--- config.mk ---
export PLATFORM = sky130hd
export DESIGN_NAME = uart_receiver
export DESIGN_NICKNAME = d
export VERILOG_FILES = /design/src/rtl/uart_receiver.sv
export SDC_FILE = /design/constraint.sdc
export NUM_CORES = 1
export LEC_CHECK = 0
export BUFFER_PORTS_ARGS = -buffer_cell sky130_fd_sc_hd__buf_2
export CAP_MARGIN = 5
export CORE_MARGIN = 3
export CORE_UTILIZATION = 60
export CTS_BUF_LIST = sky130_fd_sc_hd__clkbuf_8
export DETAILED_ROUTE_END_ITERATION = 10
export GPL_TIMING_DRIVEN = 0
export HOLD_SLACK_MARGIN = 0.08
export PLACE_DENSITY = 0.92
export SETUP_SLACK_MARGIN = 0.15
export SYNTH_ARGS = -nofsm -noshare
export SYNTH_HDL_FRONTEND = slang
export SYNTH_SLANG_ARGS = --single-unit
--- constraint.sdc ---
create_clock -name clk -period 2.3 [get_ports clk]
set_input_delay 0.46 -clock clk [delete_from_list [all_inputs] [get_ports clk]]
set_output_delay 0.46 -clock clk [all_outputs]
set_load 0.005 [all_outputs]
--- src/rtl/uart_receiver.sv ---
`default_nettype none
// ============================================================================
//  Module   : uart_receiver
//  Purpose  : Serial-to-parallel UART receiver (8N1 by default, LSB first,
//             line idle high, one stop bit). Each good byte is delivered with
//             a one-cycle o_valid strobe. A bad stop bit gives a one-cycle
//             o_frame_error strobe instead.
//
//  Parameters
//    CLKS_PER_BIT : clk cycles per bit period (>= 4)
//    DATA_BITS    : data bits per frame (5..8)
//
//  Ports
//    clk            in   system clock
//    i_reset        in   asynchronous reset, active low
//    i_rx           in   asynchronous serial line, idle high
//    o_data         out  last good byte, bit 0 = first data bit received
//    o_valid        out  one-cycle pulse when o_data is updated
//    o_frame_error  out  one-cycle pulse on a bad stop bit
//    o_busy         out  high whenever the receiver is not idle
//    o_parity_error out  (UART_RX_PARITY_EN only) one-cycle pulse with
//                        o_valid when the even-parity bit mismatches
//
//  Build option
//    UART_RX_PARITY_EN : adds one even-parity bit between data and stop
//
//  Revision : 1.0  initial release
// ============================================================================
module uart_receiver #(
    parameter int CLKS_PER_BIT = 868,
    parameter int DATA_BITS    = 8
) (
    input  logic                 clk,
    input  logic                 i_reset,
    input  logic                 i_rx,
    output logic [DATA_BITS-1:0] o_data,
    output logic                 o_valid,
    output logic                 o_frame_error,
    output logic                 o_busy
`ifdef UART_RX_PARITY_EN
    ,
    output logic                 o_parity_error
`endif
);

    localparam int c_CNT_W = $clog2(CLKS_PER_BIT);
    localparam int c_BIT_W = $clog2(DATA_BITS + 1);

    localparam logic [c_CNT_W-1:0] c_BIT_END  = c_CNT_W'(CLKS_PER_BIT - 1);
    localparam logic [c_CNT_W-1:0] c_HALF_END = c_CNT_W'(CLKS_PER_BIT / 2 - 1);
    localparam logic [c_BIT_W-1:0] c_LAST_BIT = c_BIT_W'(DATA_BITS - 1);

    // S_PARITY is only reachable when the parity option is compiled in.
    typedef enum logic [2:0] {
        S_IDLE   = 3'd0,
        S_START  = 3'd1,
        S_DATA   = 3'd2,
        S_PARITY = 3'd3,
        S_STOP   = 3'd4,
        S_BREAK  = 3'd5
    } state_t;

    state_t                 r_state;
    state_t                 w_next;
    logic                   r_sync1;
    logic                   r_sync2;
    logic                   w_rx_s;
    logic [c_CNT_W-1:0]     r_cnt;
    logic [c_BIT_W-1:0]     r_bit_cnt;
    logic [DATA_BITS-1:0]   r_shift;
    logic                   w_half_tick;
    logic                   w_bit_tick;
    logic                   w_state_chg;
    logic                   w_shift_en;
    logic                   w_load;
    logic                   w_ferr;
`ifdef UART_RX_PARITY_EN
    logic                   r_par;
`endif

    assign w_rx_s      = r_sync2;
    assign w_half_tick = (r_cnt == c_HALF_END);
    assign w_bit_tick  = (r_cnt == c_BIT_END);
    assign w_state_chg = (w_next != r_state);
    assign o_busy      = (r_state != S_IDLE);

    // Two-flop synchronizer; presets high so reset looks like an idle line.
    always_ff @(posedge clk or negedge i_reset) begin
        if (!i_reset) begin
            r_sync1 <= 1'b1;
            r_sync2 <= 1'b1;
        end else begin
            r_sync1 <= i_rx;
            r_sync2 <= r_sync1;
        end
    end

    always_ff @(posedge clk or negedge i_reset) begin
        if (!i_reset) begin
            r_state <= S_IDLE;
        end else begin
            r_state <= w_next;
        end
    end

    always_comb begin
        w_next     = r_state;
        w_shift_en = 1'b0;
        w_load     = 1'b0;
        w_ferr     = 1'b0;
        case (r_state)
            S_IDLE: begin
                if (!w_rx_s) begin
                    w_next = S_START;
                end
            end
            S_START: begin
                // Mid start bit: a line back high means it was a glitch.
                if (w_half_tick) begin
                    w_next = w_rx_s ? S_IDLE : S_DATA;
                end
            end
            S_DATA: begin
                if (w_bit_tick) begin
                    w_shift_en = 1'b1;
                    if (r_bit_cnt == c_LAST_BIT) begin
`ifdef UART_RX_PARITY_EN
                        w_next = S_PARITY;
`else
                        w_next = S_STOP;
`endif
                    end
                end
            end
            S_PARITY: begin
                if (w_bit_tick) begin
                    w_next = S_STOP;
                end
            end
            S_STOP: begin
                // Leaving at mid-stop lets a back-to-back start bit be seen.
                if (w_bit_tick) begin
                    if (w_rx_s) begin
                        w_load = 1'b1;
                        w_next = S_IDLE;
                    end else begin
                        w_ferr = 1'b1;
                        w_next = S_BREAK;
                    end
                end
            end
            S_BREAK: begin
                // Wait for the line to return high so a held-low line
                // cannot start a fresh frame.
                if (w_rx_s) begin
                    w_next = S_IDLE;
                end
            end
            default: begin
                w_next = S_IDLE;
            end
        endcase
    end

    // Baud counter restarts on every state change so each sample point is
    // measured from the edge that caused the transition.
    always_ff @(posedge clk or negedge i_reset) begin
        if (!i_reset) begin
            r_cnt <= '0;
        end else if (w_state_chg || w_bit_tick) begin
            r_cnt <= '0;
        end else begin
            r_cnt <= r_cnt + c_CNT_W'(1);
        end
    end

    always_ff @(posedge clk or negedge i_reset) begin
        if (!i_reset) begin
            r_bit_cnt <= '0;
        end else if (r_state != S_DATA) begin
            r_bit_cnt <= '0;
        end else if (w_shift_en) begin
            r_bit_cnt <= r_bit_cnt + c_BIT_W'(1);
        end
    end

    always_ff @(posedge clk or negedge i_reset) begin
        if (!i_reset) begin
            r_shift <= '0;
        end else begin
            for (int i = 0; i < DATA_BITS; i++) begin
                if (w_shift_en && (r_bit_cnt == c_BIT_W'(i))) begin
                    r_shift[i] <= w_rx_s;
                end
            end
        end
    end

`ifdef UART_RX_PARITY_EN
    always_ff @(posedge clk or negedge i_reset) begin
        if (!i_reset) begin
            r_par <= 1'b0;
        end else if ((r_state == S_PARITY) && w_bit_tick) begin
            r_par <= w_rx_s;
        end
    end

    // Even parity: data bits plus parity bit must hold an even count of ones.
    always_ff @(posedge clk or negedge i_reset) begin
        if (!i_reset) begin
            o_parity_error <= 1'b0;
        end else begin
            o_parity_error <= w_load & (r_par ^ (^r_shift));
        end
    end
`endif

    always_ff @(posedge clk or negedge i_reset) begin
        if (!i_reset) begin
            o_data        <= '0;
            o_valid       <= 1'b0;
            o_frame_error <= 1'b0;
        end else begin
            o_valid       <= w_load;
            o_frame_error <= w_ferr;
            if (w_load) begin
                o_data <= r_shift;
            end
        end
    end

endmodule
`default_nettype wire

==> summary.txt <==
Power and ir drop
  • Part of the power in registers: between 50% and 60%
  • Peak supply drop: 0.388 mV
  • NetSw: approximately 250 uW
  • P_int: 865 uW
  • Net Sw Frac: 22.1%
  • Total power: approximately 1100 uW
  • Clock share of power: about two fifths
  • LEAKAGE: 0.000989 uW
  • PwrDens: about 530 nW/um^2
  • Combinational Power Share: 1.5%

Min path
  • Worst Hold Class: input port to asynchronous set/reset pin

Die
  • Die W: about 62 um
  • Core area: 2850 sq um
  • Row cnt: 19
  • Ports: 14
  • Total die area: around 3800 sq um
  • Starting Density: about 65%
  • Die height: 61.7 um

CTS
  • Clock Latency Late Sink: slightly below 300 ps
  • TritonCTS buffer count: 5
  • CTS tree: yes
  • Clock sinks: 37
  • Reg clk slew, reported paths: around 80 ps
  • CTS H-tree depth: 2
  • Clk root buf: clkbuf_8
  • Bufs on Longest Clock Path: 2

Synth
  • Most frequent cell after synthesis: dfrtp_1
  • Share of the synthesized area in the top cell type: 47.0%
  • Largest cells by area after synthesis: dfrtp_1 (47%), mux2_2 (5.4%), mux2_1 (4.2%)
  • EDFF count, synth: 0
  • Async SR Flop Fraction: between 90% and 100%
  • Yosys top cell by area: dfrtp_1
  • Number of synthesis warnings: 0
  • Syn Std Cell Area: around 1900 sq um
  • Mux contribution to synthesized area: under 10%
  • Largest family of logic cells by synthesized area: simple AND/OR/NAND/NOR gates
  • Post-Synth XOR/XNOR Area: under 10%
  • Synth Instances: between 150 and 200
  • Register area share after synthesis: between 40% and 50%
  • Adder-cell share of the synthesized area: approximately 4.0%
  • Syn_area_per_cell: around 11 sq um
  • Post-synth top cells: dfrtp_1 (35), nand3_1 (13), nor3_1 (13)
  • Synth cell types: 40
  • Compound-cell area share of the yosys netlist: approximately 5.3%
  • Syn nets: 172
  • FF+latch count, synth: 37
  • Post-synth top flop: dfrtp_1
  • Simple-Gate Fraction of Synth Area: between 20% and 30%

Global routing
  • Vias in the first global route: between 1000 and 1500
  • Largest net degree at the start of global routing: 38
  • Met1 global-route usage: between 20% and 30%
  • First-pass GRT wire length: 5.88 mm
  • Met2 Use GR: approximately 39%
  • Initial antenna violation count: 0
  • M3 GR Usage: 6.20%
  • Overflow after GRT: 0
  • GRT busiest layer: met2
  • Tot GR Track Use: a little over a fifth

Timing
  • Final Cycle Share: around 90%
  • Highest clock rate: ~0.48 GHz
  • Max-slew violations: 0
  • Slew Limit Headroom: a little under half
  • Fin Clk Skew: 8.26 ps
  • Final Critical Period: between 2000 and 2500 ps
  • Fin. Hold Viols: 0
  • Setup tns final: 0 ps
  • # setup viols final: 0
  • RSZ-0062 raised after global routing: no
  • Slew @ Worst Pin: ~800 ps

Setup path
  • Worst R2R Path Depth: 7
  • RR Endpoint: r_shift[4]
  • R2R setup slack: 210 ps
  • Startpoint Class: flop
  • WP data arrival: 2270 ps
  • Critical path peak fanout: 9
  • Crit Path Category: flop to flop
  • Required @ worst endpoint: 2470 ps
  • Worst setup EP type: flop
  • RR Startpoint: r_state[2]

Finish
  • Fill cells: ~180
  • Final instance area: ~2100 sq um
  • Antenna diodes: 0
  • Fraction of layout cells with a size suffix above 1: ~30%
  • Non-filler cells, final: 218
  • Area grow syn2layout: 13.3%
  • Final Net Count: roughly 200

Route
  • DRC Markers: 0
  • Vias: between 1000 and 1500
  • DR vias/cell: ~6.0
  • 1st-iter DRT viols: 56
  • Routed wire length: approximately 3.6 mm
  • Drt wl/cell: between 15 and 20 um
  • Antenna viol nets, final: 0
  • 1st-pass router iterations: 4

Placement
  • Routability cong.: around 0.9
  • Port-buffer cells: 13
  • Inst Count DP: slightly above 200
  • Post-detail-place hpwl: roughly 2.4 mm
  • Placed standard-cell area: around 2000 sq um

Run status
  • Status: completed

Flow run
  • Max-Cap Viols: 0
-- critical path, cell delays in order (launching register included) --
cell and delay (ps):
dfrtp_1 360, buf_4 170, or3b_4 400, buf_4 170
nor4_4 260, buf_4 190, nand3_1 100, mux2_4 320
-- through the flow --
step	hold WS, ps	utilization, %	worst slack, ps
CTS	255	72.5	170
floorplan	164	-	456
finish	247	74.0	209
detailed placement	349	68.9	107
global route	249	74.0	138
global placement	346	68.9	184
-- cell families (layout without fill, tap and decap cells) --
kind of cell	after synthesis	in the layout
AO/OA/AOI/OAI	12	12
XOR/XNOR	11	11
adder cells (fa/ha/maj)	6	6
buffers and inverters	12	36
flip-flops	37	37
multiplexers	16	16
AND/OR/NAND/NOR	69	69
-- metal layers --
layer  up-vias  share of wire (%)
met1       636                 40
met5         -                  0
met4         0                4.0
met2        29                 52
li1        623                  -
met3        14                3.5
-- worst max path at each step --
stage          slack [ps]         end  cells after the start       start
3_3_place_gp          180    r_cnt[6]                      5    r_cnt[0]
6_report              210  r_shift[4]                      7  r_state[2]
3_5_place_dp          110    r_cnt[4]                      5    r_cnt[0]
4_1_cts               170    r_cnt[4]                      6    r_cnt[1]
5_1_grt               140  r_shift[4]                      7  r_state[2]
2_1_floorplan         460    r_cnt[2]                      5    r_cnt[0]
-- cells in the final DEF (no fill, tap or decap), types with 3 or more instances in the layout --
cell type,instances
a21oi_1,4
buf_2,14
buf_4,5
clkbuf_8,5
dfrtp_1,35
ha_1,6
inv_1,7
mux2_1,5
mux2_2,9
nand2_1,7
nand2b_1,3
nand3_1,12
nand4_1,4
nor2_1,9
nor3_1,13
or3b_2,3
xnor2_1,4
xor2_1,7
-- repair_timing --
| action | 4_1_cts | 5_1_grt |
|---|---|---|
| setup buffers | 2 | 1 |
| hold buffers | 0 | 0 |
| gates resized for setup | 0 | 12 |
| pin swaps | 1 | 2 |
| endpoints found under the setup margin | 10 | 12 |
-- state kept, by name, summed over array words and instances (netlist names) --
signal	cells
r_cnt	10
o_frame_error	1
o_data	8
r_sync1	1
r_sync2	1
o_valid	1
r_shift	8
r_state	3
r_bit_cnt	4
-- final cells by class --
class | count | area, sq um | area share (%)
clock inverter | 3 | 17.5 | 0.830
tap | 31 | 38.8 | 1.84
sequential | 37 | 928 | 44.0
clock buffer | 5 | 68.8 | 3.26
multi-input combinational | 114 | 912 | 43.2
buffer | 5 | 31.3 | 1.48
inverter | 7 | 26.3 | 1.24
timing repair buffer | 16 | 87.6 | 4.15
-- power groups by stage --
stage	combinational, uW	sequential (uW)	clock [uW]
floorplan	2.69	668	0
global placement	16.9	668	0
detailed placement	17.9	668	0
CTS	17.9	656	450
global route	19.9	656	487
finish	17.0	656	438
(Power assumes the default switching activity.)
